$ cat config.mk
export PLATFORM = sky130hd
export DESIGN_NAME = decimal_alu_sequencer
export DESIGN_NICKNAME = d
export VERILOG_FILES = /design/src/rtl/decimal_alu_sequencer.sv
export SDC_FILE = /design/constraint.sdc
export NUM_CORES = 1
export LEC_CHECK = 0
export CAP_MARGIN = 10
export CORE_ASPECT_RATIO = 0.8
export CORE_UTILIZATION = 45
export CTS_CLUSTER_SIZE = 20
export DETAILED_ROUTE_END_ITERATION = 7
export PLACE_DENSITY = 0.68
export SKIP_CTS_REPAIR_TIMING = 1
export SYNTH_ARGS = -nofsm -noshare
export SYNTH_HDL_FRONTEND = slang
export SYNTH_SLANG_ARGS = --single-unit
$ cat constraint.sdc
create_clock -name clk -period 5.2 [get_ports clk]
set_input_delay 0.52 -clock clk [delete_from_list [all_inputs] [get_ports clk]]
set_output_delay 0.52 -clock clk [all_outputs]
set_load 0.02 [all_outputs]
$ cat src/rtl/decimal_alu_sequencer.sv
// decimal_alu_sequencer: two-stage ADC/SBC unit with decimal adjust and valid/ready handshake.
// BIN forms the binary sum and decimal carries, ADJ applies nibble-local correction.
module decimal_alu_sequencer #(
  parameter bit NMOS_FLAGS  = 1'b1,
  parameter bit BINARY_FAST = 1'b0
) (
  input  logic       clk,
  input  logic       rst_n,
  input  logic       in_valid,
  output logic       in_ready,
  input  logic       op_sub,
  input  logic       decimal,
  input  logic [7:0] a,
  input  logic [7:0] b,
  input  logic       c_in,
  output logic       out_valid,
  input  logic       out_ready,
  output logic [7:0] result,
  output logic       c_out,
  output logic       v_out,
  output logic       n_out,
  output logic       z_out
);
  typedef enum logic [1:0] {IDLE, BIN, ADJ, DONE} state_t;
  state_t state_q, state_d;
  logic [7:0] a_q, a_d, b_q, b_d, s_q, s_d, res_q, res_d;
  logic c_q, c_d, sub_q, sub_d, dec_q, dec_d, hc_q, hc_d, acr_q, acr_d, v_q, v_d;
  logic co_q, co_d, vo_q, vo_d, n_q, n_d, z_q, z_d;
  logic [4:0] l, h;
  logic [7:0] s, adj, nz;
  logic [3:0] adj_lo, adj_hi;
  logic daa, dsa, hc, acr, v, accept, fin_bin, fin_adj;
  always_ff @(posedge clk or negedge rst_n) begin
    if (!rst_n) begin
      state_q <= IDLE;
      a_q     <= '0;
      b_q     <= '0;
      c_q     <= 1'b0;
      sub_q   <= 1'b0;
      dec_q   <= 1'b0;
      s_q     <= '0;
      hc_q    <= 1'b0;
      acr_q   <= 1'b0;
      v_q     <= 1'b0;
      res_q   <= '0;
      co_q    <= 1'b0;
      vo_q    <= 1'b0;
      n_q     <= 1'b0;
      z_q     <= 1'b0;
    end else begin
      state_q <= state_d;
      a_q     <= a_d;
      b_q     <= b_d;
      c_q     <= c_d;
      sub_q   <= sub_d;
      dec_q   <= dec_d;
      s_q     <= s_d;
      hc_q    <= hc_d;
      acr_q   <= acr_d;
      v_q     <= v_d;
      res_q   <= res_d;
      co_q    <= co_d;
      vo_q    <= vo_d;
      n_q     <= n_d;
      z_q     <= z_d;
    end
  end
  always_comb begin
    state_d = state_q;
    case (state_q)
      IDLE:    state_d = in_valid ? BIN : IDLE;
      BIN:     state_d = (BINARY_FAST && !dec_q) ? DONE : ADJ;
      ADJ:     state_d = DONE;
      default: state_d = out_ready ? (in_valid ? BIN : IDLE) : DONE;
    endcase
  end
  always_comb begin
    in_ready  = (state_q == IDLE) || (state_q == DONE && out_ready);
    out_valid = state_q == DONE;
  end
  always_comb begin
    accept  = in_valid && in_ready;
    daa     = dec_q && !sub_q;
    dsa     = dec_q && sub_q;
    l       = {1'b0, a_q[3:0]} + {1'b0, b_q[3:0]} + {4'd0, c_q};
    hc      = daa ? (l > 5'd9) : l[4];
    h       = {1'b0, a_q[7:4]} + {1'b0, b_q[7:4]} + {4'd0, hc};
    acr     = daa ? (h > 5'd9) : h[4];
    s       = {h[3:0], l[3:0]};
    v       = (a_q[7] ~^ b_q[7]) & (a_q[7] ^ h[3]);
    // +0xA is -6 mod 16: the borrow-side correction stays inside its nibble
    adj_lo  = s_q[3:0] + ((daa && hc_q) ? 4'h6 : (dsa && !hc_q) ? 4'hA : 4'h0);
    adj_hi  = s_q[7:4] + ((daa && acr_q) ? 4'h6 : (dsa && !acr_q) ? 4'hA : 4'h0);
    adj     = {adj_hi, adj_lo};
    fin_bin = (state_q == BIN) && (state_d == DONE);
    fin_adj = state_q == ADJ;
    nz      = fin_bin ? s : (NMOS_FLAGS ? s_q : adj);
    a_d     = accept ? a : a_q;
    b_d     = accept ? (op_sub ? ~b : b) : b_q;
    c_d     = accept ? c_in : c_q;
    sub_d   = accept ? op_sub : sub_q;
    dec_d   = accept ? decimal : dec_q;
    s_d     = (state_q == BIN) ? s : s_q;
    hc_d    = (state_q == BIN) ? hc : hc_q;
    acr_d   = (state_q == BIN) ? acr : acr_q;
    v_d     = (state_q == BIN) ? v : v_q;
    res_d   = fin_adj ? adj : fin_bin ? s : res_q;
    co_d    = fin_adj ? acr_q : fin_bin ? acr : co_q;
    vo_d    = fin_adj ? v_q : fin_bin ? v : vo_q;
    n_d     = (fin_adj || fin_bin) ? nz[7] : n_q;
    z_d     = (fin_adj || fin_bin) ? (nz == 8'h00) : z_q;
  end
  assign result = res_q;
  assign c_out  = co_q;
  assign v_out  = vo_q;
  assign n_out  = n_q;
  assign z_out  = z_q;
endmodule

# == Yosys cells after proc, flatten, opt, wreduce, memory -nomap -nowiden ==
# Index checks and enable logic that the tools add are counted.
# totals
regBits,44
input_bits,23
output_inout_bits,14
word_cells,65
# op_classes
n_addsub,6
order_cmp,2
eq_ne,4
muxes,17
bitwise_logic,4
reduce_logical,17
# op_table
cell,n
8-bit two-way mux,4
4-bit two-way mux,4
4-bit by 4-bit adder with 5-bit output,2
5-bit by 1-bit adder with 5-bit output,2
5-bit by 4-bit > comparator with 1-bit output (second input constant),2
1-bit logical AND,9
4-bit adder,2
8-bit zero test,1
8-bit inverter,1
1-bit two-way mux,7
2-bit equality test (second input constant),3
2-bit case mux with 3 select lines,1
1-bit zero test,3
2-bit by 1-bit equality test with 1-bit output (second input constant),1
2-bit zero test,1
1-bit logical OR,2
2-bit two-way mux,1
2-bit nonzero test,1
1-bit AND,1
1-bit bitwise XNOR,1
1-bit XOR,1

# == Longest topological paths before layout ==
# Gate-level depths: netlist of the first run.
# logic_depth
depth_word,9
ltp_mapped,13

# == Least setup slack after synthesis of the first run ==
# OpenSTA, ideal clock, no wires.
# synth_timing
path_type,register -> register
from,reg a_q[0]
to,reg acr_q
arrival_ns,3.536
t_required_ns,5.119
slack_ns,1.583
path_stages_with_launch,14
n_path_buf,0
period_less_slack_ns,3.617
cell_sequence,dfrtp_1 > inv_1 > fa_1 > fa_1 > xor2_1 > a21oi_1 > a311oi_1 > inv_1 > fa_1 > fa_1 > xor2_1 > nor2_1 > or4_4 > a31oi_2
# synth_via
elab_chain_len,7
# synth_rtl
element,line,rtl
"start, declared",26,"logic [7:0] a_q, a_d, b_q, b_d, s_q, s_d, res_q, res_d;"
"start signal, assigned",36,a_q <= '0;
"start signal, assigned",52,a_q <= a_d;
4-bit by 4-bit adder with 5-bit output *,85,"l = {1'b0, a_q[3:0]} + {1'b0, b_q[3:0]} + {4'd0, c_q};"
5-bit by 1-bit adder with 5-bit output *,85,
5-bit by 4-bit > comparator with 1-bit output,86,hc = daa ? (l > 5'd9) : l[4];
1-bit two-way mux *,86,
named net hc,32,"logic daa, dsa, hc, acr, v, accept, fin_bin, fin_adj;"
5-bit by 1-bit adder with 5-bit output *,87,"h = {1'b0, a_q[7:4]} + {1'b0, b_q[7:4]} + {4'd0, hc};"
5-bit by 4-bit > comparator with 1-bit output,88,acr = daa ? (h > 5'd9) : h[4];
1-bit two-way mux *,88,
"end signal, assigned",59,acr_q <= acr_d;
"end, declared",27,"logic c_q, c_d, sub_q, sub_d, dec_q, dec_d, hc_q, hc_d, acr_q, acr_d, v_q, v_d;"
# Mark *: on every way through the listed nets, which the timed path passes. The rest lies on a longest branch.
# A chain may end at the register's enable or synchronous reset.

# == Final worst setup path of the first run ==
# Ends and elaborated chain as after synthesis.

==> impl_metrics.prom, run 1 <==
# TYPE chip_impl_metric gauge
chip_impl_metric{name="worst_clock_skew",unit="ns"} 0.00635
chip_impl_metric{name="routed_via_density",unit=""} 5.34
chip_impl_metric{name="die_height",unit="um"} 68.0
chip_impl_info{name="worstHoldPathType",value="in2async"} 1
chip_impl_metric{name="synth.distinct_cells",unit=""} 42
chip_impl_metric{name="drc",unit=""} 5
chip_impl_metric{name="detail-route-antenna-nets",unit=""} 0
chip_impl_metric{name="drive_above_1_share",unit=""} 0.115
chip_impl_metric{name="design.portCount",unit=""} 37
chip_impl_metric{name="worstMarginPinSlew",unit="ns"} 1.02
chip_impl_metric{name="final.min_clock_period",unit="ns"} 3.96
chip_impl_info{name="synth_commonest_cells",value="44 x dfrtp_1, 17 x mux2_2, 16 x inv_1, 16 x nand2_1, 14 x o21ai_0"} 1
chip_impl_metric{name="synth_async_sr_flop_share",unit=""} 1.00
chip_impl_metric{name="synth-seq-area-share",unit=""} 0.449
chip_impl_metric{name="post_synth_instance_area",unit="um^2"} 2450
chip_impl_metric{name="cellLeakagePower",unit="nW"} 1.32
chip_impl_metric{name="worstPathArrival",unit="ns"} 4.18
chip_impl_metric{name="totalWireLength",unit="mm"} 4.85
chip_impl_metric{name="grt_max_degree",unit=""} 45
chip_impl_metric{name="total_number_of_clock_tree_sinks",unit=""} 44
chip_impl_metric{name="slew_violations",unit=""} 0
chip_impl_metric{name="worst-path-max-fanout",unit=""} 3
chip_impl_metric{name="dieArea",unit="um^2"} 5750
chip_impl_metric{name="detail_route.wl_per_cell",unit="um"} 15.1
chip_impl_info{name="synthTopCellsByArea",value="dfrtp_1 45%, mux2_2 7.8%, ha_1 6.1%, fa_1 4.9%, xnor2_1 3.9%"} 1
chip_impl_metric{name="number_of_core_rows",unit=""} 23
chip_impl_metric{name="power.density",unit="nW/um^2"} 736
chip_impl_metric{name="starting_density",unit=""} 0.479
chip_impl_metric{name="place_congestion",unit=""} 0.789
chip_impl_metric{name="min_period_over_period",unit=""} 0.762
chip_impl_metric{name="post-synth-top-area-fraction",unit=""} 0.449
chip_impl_metric{name="final_core_util",unit=""} 0.576
chip_impl_metric{name="insertion_delay",unit="ns"} 0.30
chip_impl_metric{name="area_delta_synth_final",unit="%"} 20.2
chip_impl_info{name="run_status",value="complete, but fails checks"} 1
chip_impl_metric{name="vias",unit=""} 1719
chip_impl_info{name="violations_in_the_final_reports",value="design-rule violations"} 1
chip_impl_info{name="most_frequent_cell_after_synthesis",value="dfrtp_1"} 1
chip_impl_metric{name="detailedPlacementHpwl",unit="mm"} 3.62
chip_impl_metric{name="max-cap-violations",unit=""} 0
chip_impl_metric{name="initialDrtViolationCount",unit=""} 128
chip_impl_metric{name="report.final.setup_viol",unit=""} 0
chip_impl_metric{name="antennaDiodeCount",unit=""} 0
chip_impl_metric{name="worst_ep_required_time",unit="ns"} 5.42
chip_impl_metric{name="grt_antenna_before_repair",unit=""} 0
chip_impl_metric{name="cell_count_after_synthesis",unit=""} 223
chip_impl_metric{name="setup-tns-final",unit="ns"} 0
chip_impl_metric{name="max_slew_margin",unit=""} 0.320
chip_impl_info{name="clock_tree_from_tritoncts",value="done"} 1
chip_impl_metric{name="net_count_after_synthesis",unit=""} 264
chip_impl_metric{name="vdd_ir_drop_max",unit="uV"} 322
chip_impl_metric{name="tritoncts.num_buffers",unit=""} 5
chip_impl_metric{name="num-nets-final",unit=""} 300
chip_impl_metric{name="grt_remaining_overflow",unit=""} 0
chip_impl_info{name="start_kind",value="flip-flop"} 1
chip_impl_info{name="dominantRegCellSynth",value="dfrtp_1"} 1
chip_impl_info{name="grt_setup_unrepaired",value="no"} 1
chip_impl_metric{name="first_global_vias",unit=""} 1602
chip_impl_metric{name="max-clock-path-buffers",unit=""} 2
chip_impl_metric{name="max_freq",unit="MHz"} 252
chip_impl_metric{name="grt_usage",unit=""} 0.186
chip_impl_metric{name="floorplan.die.width",unit="um"} 84.6
chip_impl_metric{name="clock_tree.htree_level_count",unit=""} 2
chip_impl_metric{name="synth_area_per_cell",unit="um^2"} 11.0
chip_impl_metric{name="postSynthRegisterBits",unit=""} 44
chip_impl_metric{name="drt_first_pass_iters",unit=""} 8
chip_impl_metric{name="global_route_wire_length_before_repair",unit="mm"} 8.05
chip_impl_info{name="netlist.top_cell.by_area",value="dfrtp_1"} 1
chip_impl_metric{name="numPortBuffers",unit=""} 36
chip_impl_metric{name="clkTransAtPathRegs",unit="ns"} 0.08
chip_impl_metric{name="report.final.hold_viol_count",unit=""} 0
chip_impl_metric{name="synth_enable_flop_cells",unit=""} 0
chip_impl_info{name="clockRootBuffer",value="clkbuf_8"} 1
chip_impl_info{name="worst-setup-path-type",value="reg2reg"} 1
chip_impl_metric{name="yosysWarningCount",unit=""} 0
chip_impl_metric{name="design_power_total",unit="W"} 0.00217
chip_impl_metric{name="coreArea",unit="um^2"} 5120
chip_impl_info{name="endpoint_kind",value="flip-flop"} 1
## power by group
| group | switching [W] | internal [W] | total, W | leakage (nW) |
|---|---|---|---|---|
| Clock | 0.000111 | 0.000108 | 0.000219 | 0.0455 |
| Sequential | 0.000132 | 0.000519 | 0.000652 | 0.524 |
| Combinational | 0.000688 | 0.000613 | 0.00130 | 0.751 |
## state kept, by name (all words and copies together), names as in the netlist
name	count
acr_q	1
state_q	2
hc_q	1
z_out	1
v_out	1
c_q	1
c_out	1
v_q	1
a_q	8
b_q	8
n_out	1
s_q	8
result	8
dec_q	1
sub_q	1
## per-stage QoR
| step | cell area, um^2 | hold WS (ns) | worst slack, ns | cells |
|---|---|---|---|---|
| floorplan | 2450 | 0.224 | 1.58 | 223 |
| global placement | 2860 | 0.464 | 1.41 | 314 |
| detailed placement | 2860 | 0.481 | 1.28 | 314 |
| CTS | 2950 | 0.413 | 1.25 | 322 |
| global route | 2950 | 0.455 | 0.989 | 322 |
| finish | 2950 | 0.379 | 1.24 | 322 |
## path summary, 6_finish.rpt
kind	start	endpoint	slack [ns]	cells after the start
max	a_q[0]	acr_q	1.24	13
min	rst_n	result[3]	0.38	1
max reg2reg	a_q[0]	acr_q	1.24	13
min reg2reg	b_q[3]	b_q[3]	0.49	2
max in group asynchronous	rst_n	acr_q	4.20	1
min in group clk	b_q[3]	b_q[3]	0.49	2
## layout by cell type (no fill, tap or decap), types with 2 or more instances in the layout
cell type,instances
dfrtp_1,44
clkdlybuf4s50_1,35
mux2_2,17
inv_1,16
nand2_1,16
o21ai_0,14
ha_1,12
a21oi_1,11
xnor2_1,11
nor2_1,9
mux2i_1,9
xor2_1,6
fa_1,6
clkbuf_8,6
a21o_1,5
nor2b_1,4
nand2b_1,3
o21a_1,3
nand3_1,3
and3b_1,2
and2_1,2
a211o_1,2
nor4_1,2
clkbuf_1,2
## final cells by class
class | instances | area, um^2
Clock buffer | 8 | 90.1
Fill cell | 474 | 2170
Inverter | 16 | 60.1
Multi-Input combinational cell | 155 | 1260
Sequential cell | 44 | 1100
Tap cell | 62 | 77.6
Timing Repair Buffer | 37 | 363
## layer usage
layer / up-vias / track usage / share of wire / wire length (um)
li1: 837 / - / - / -
met1: 837 / 0.275 / 0.51 / 2470
met2: 40 / 0.268 / 0.43 / 2080
met3: 5 / 0.0458 / 0.051 / 247
met4: 0 / 0.0572 / 0.011 / 53
met5: - / 0 / 0 / 0
## worst max-delay path, stage by stage, from the launching register on
cell	delay, ns
dfrtp_1	0.34
inv_1	0.06
fa_1	0.46
fa_1	0.44
xor2_1	0.24
a21oi_1	0.10
a311oi_1	0.35
inv_1	0.09
fa_1	0.41
fa_1	0.41
xor2_1	0.26
nor2_1	0.12
or4_4	0.44
a31oi_2	0.17
## cells by family (layout without fill, tap and decap cells)
kind of cell,Yosys count,in the layout,synth area share
xor gates and xnor gates,17,17,0.0607
and+or+nand+nor,48,48,0.102
AOI/OAI and AO/OA,46,46,0.125
DFF,44,44,0.449
muxes,26,26,0.115
adders and majority gates,18,18,0.110
buffers and inverters,24,61,0.0382
Note: power is estimated with default switching activity, not from simulation.
==> run 2: changes to the inputs <==
- clock period: 5.2 -> 3.98 ns (I/O delays scaled with it)
==> run 2 against run 1 <==
  * The run still ends with design-rule violations left
  * Sequential power rose by 31%
  * Global-route usage rose by 0.081 points
  * Design area rose by 1.3%
  * First-iteration DRC count fell by 30%
  * Worst setup slack got worse by 1.0 ns
  * Combinational power rose by 33%
  * Non-clock buffer count rose by 2
  * Power rose by 33%
  * Critical path depth did not move
  * Die area did not move
  * Critical path type unchanged
==> impl_metrics.prom, run 2 (synthesis gave the netlist of run 1 again) <==
# TYPE chip_impl_metric gauge
chip_impl_metric{name="min_period_over_period",unit=""} 0.950
chip_impl_metric{name="report.final.hold_viol_count",unit=""} 0
chip_impl_metric{name="detailedPlacementHpwl",unit="mm"} 3.59
chip_impl_metric{name="num-nets-final",unit=""} 302
chip_impl_metric{name="rr_worst_depth",unit=""} 13
chip_impl_metric{name="clkTransAtPathRegs",unit="ns"} 0.09
chip_impl_info{name="violations_in_the_final_reports",value="design-rule violations"} 1
chip_impl_info{name="crit_path_cell_trace",value="inv_1, fa_1, fa_2, xor2_1, a21oi_1, a311oi_2, inv_1, fa_1, fa_1, xor2_2, nor2_1, or4_4, a31oi_2"} 1
chip_impl_metric{name="ff_latch_area",unit="um^2"} 1100
chip_impl_metric{name="worstPathBufferInverterCount",unit=""} 2
chip_impl_metric{name="floorplan.die.width",unit="um"} 84.6
chip_impl_metric{name="coreArea",unit="um^2"} 5120
chip_impl_metric{name="design.portCount",unit=""} 37
chip_impl_metric{name="number_of_core_rows",unit=""} 23
chip_impl_metric{name="worst-path-max-fanout",unit=""} 3
chip_impl_metric{name="initialDrtViolationCount",unit=""} 89
chip_impl_metric{name="max_freq",unit="MHz"} 264
chip_impl_metric{name="drt_first_pass_iters",unit=""} 6
chip_impl_metric{name="first_global_vias",unit=""} 1639
chip_impl_metric{name="worst_clock_skew",unit="ns"} 0.0139
chip_impl_metric{name="vias",unit=""} 1707
chip_impl_metric{name="antennaDiodeCount",unit=""} 0
chip_impl_metric{name="final_critical_path_setup_slack",unit="ns"} 0.199
chip_impl_metric{name="worst_ep_required_time",unit="ns"} 4.19
chip_impl_info{name="worst-setup-path-type",value="reg2reg"} 1
chip_impl_info{name="clockRootBuffer",value="clkbuf_8"} 1
chip_impl_info{name="worst_r2r_endpoint",value="acr_q"} 1
chip_impl_metric{name="max-cap-violations",unit=""} 0
chip_impl_metric{name="final_core_util",unit=""} 0.583
chip_impl_metric{name="drive_above_1_share",unit=""} 0.138
chip_impl_metric{name="place_congestion",unit=""} 0.796
chip_impl_metric{name="max-clock-path-buffers",unit=""} 2
chip_impl_metric{name="totalWireLength",unit="mm"} 4.87
chip_impl_info{name="worstHoldPathType",value="in2async"} 1
chip_impl_info{name="clock_tree_from_tritoncts",value="done"} 1
chip_impl_info{name="most_frequent_cells_in_the_layout",value="44 x dfrtp_1, 35 x clkdlybuf4s50_1, 17 x mux2_2"} 1
chip_impl_info{name="r2r_path_start",value="a_q[0]"} 1
chip_impl_metric{name="setup-tns-final",unit="ns"} 0
chip_impl_metric{name="report.final.setup_viol",unit=""} 0
chip_impl_metric{name="numPortBuffers",unit=""} 36
chip_impl_info{name="grt_setup_unrepaired",value="no"} 1
chip_impl_info{name="run_status",value="complete, but fails checks"} 1
chip_impl_info{name="endpoint_kind",value="flip-flop"} 1
chip_impl_metric{name="global_route_wire_length_before_repair",unit="mm"} 8.16
chip_impl_info{name="start_kind",value="flip-flop"} 1
chip_impl_metric{name="drc",unit=""} 5
chip_impl_metric{name="final.min_clock_period",unit="ns"} 3.78
chip_impl_info{name="critPathTopFamily",value="adder cells"} 1
chip_impl_metric{name="dieArea",unit="um^2"} 5750
chip_impl_metric{name="detail-route-antenna-nets",unit=""} 0
chip_impl_metric{name="crit_path_max_incr_delay",unit="ns"} 0.46
chip_impl_metric{name="vdd_ir_drop_max",unit="uV"} 469
chip_impl_metric{name="clock_tree.htree_level_count",unit=""} 2
chip_impl_metric{name="routed_via_density",unit=""} 5.28
chip_impl_metric{name="multiInputGateArea",unit="um^2"} 1270
chip_impl_metric{name="slew_violations",unit=""} 0
chip_impl_metric{name="power.density",unit="nW/um^2"} 966
chip_impl_metric{name="place_ws",unit="ns"} 0.107
chip_impl_metric{name="starting_density",unit=""} 0.479
chip_impl_metric{name="fillers",unit=""} 442
chip_impl_metric{name="cellLeakagePower",unit="nW"} 1.34
chip_impl_metric{name="worstPathArrival",unit="ns"} 3.99
chip_impl_metric{name="die_height",unit="um"} 68.0
chip_impl_metric{name="total_number_of_clock_tree_sinks",unit=""} 44
chip_impl_metric{name="area_delta_synth_final",unit="%"} 21.8
chip_impl_metric{name="reg2reg_setup_slack",unit="ns"} 0.20
chip_impl_metric{name="max_slew_margin",unit=""} 0.336
chip_impl_metric{name="detail_route.wl_per_cell",unit="um"} 15.1
chip_impl_metric{name="tritoncts.num_buffers",unit=""} 5
chip_impl_metric{name="grt_antenna_before_repair",unit=""} 0
chip_impl_metric{name="worstMarginPinSlew",unit="ns"} 0.995
chip_impl_metric{name="grt_usage",unit=""} 0.187
chip_impl_info{name="crit_path_top_delay_cell",value="fa_1"} 1
chip_impl_info{name="mostFrequentLayoutCell",value="dfrtp_1"} 1
chip_impl_metric{name="insertion_delay",unit="ns"} 0.30
chip_impl_info{name="cpMostUsedCell",value="fa_1"} 1
chip_impl_metric{name="grt_remaining_overflow",unit=""} 0
chip_impl_metric{name="grt_max_degree",unit=""} 45
run 2: worst max-delay path by stage:
stage / start / end / slack, ns / cells after the start
finish: a_q[0] / acr_q / 0.20 / 13
global route: a_q[0] / acr_q / 0.01 / 13
CTS: a_q[0] / acr_q / 0.05 / 13
detailed placement: a_q[0] / acr_q / 0.11 / 13
global placement: a_q[0] / acr_q / 0.19 / 13
floorplan: a_q[0] / acr_q / 0.36 / 13
run 2: cell type report:
| class | instances | area share |
|---|---|---|
| multi-input cells | 155 | 0.427 |
| flip-flops and latches | 44 | 0.369 |
| repair buffers | 39 | 0.126 |
| clock buffers | 7 | 0.0322 |
| well taps | 62 | 0.0260 |
| inverters | 16 | 0.0201 |
run 2: through the flow:
stage               power (W)  instances  area [um^2]  hold slack, ns
global placement      0.00253        316         2880           0.464
global route          0.00314        323         2990           0.357
finish                0.00289        323         2990           0.258
CTS                   0.00287        323         2970           0.314
detailed placement    0.00256        316         2880           0.469
floorplan             0.00207        223         2450           0.102
run 2: layer usage:
metal	part of all wire	vias up	global-route usage	wire length (um)
met3	0.049	5	0.0434	237
met2	0.45	31	0.291	2180
li1	-	840	-	-
met4	0.0074	0	0.0445	36
met5	0	-	0	0
met1	0.50	831	0.266	2410
run 2: power breakdown:
| group | internal [W] | leakage, nW | switching, W | total (W) |
|---|---|---|---|---|
| clock | 0.000155 | 0.0503 | 0.000145 | 0.000300 |
| combinational | 0.000831 | 0.762 | 0.000904 | 0.00173 |
| sequential | 0.000678 | 0.524 | 0.000174 | 0.000852 |
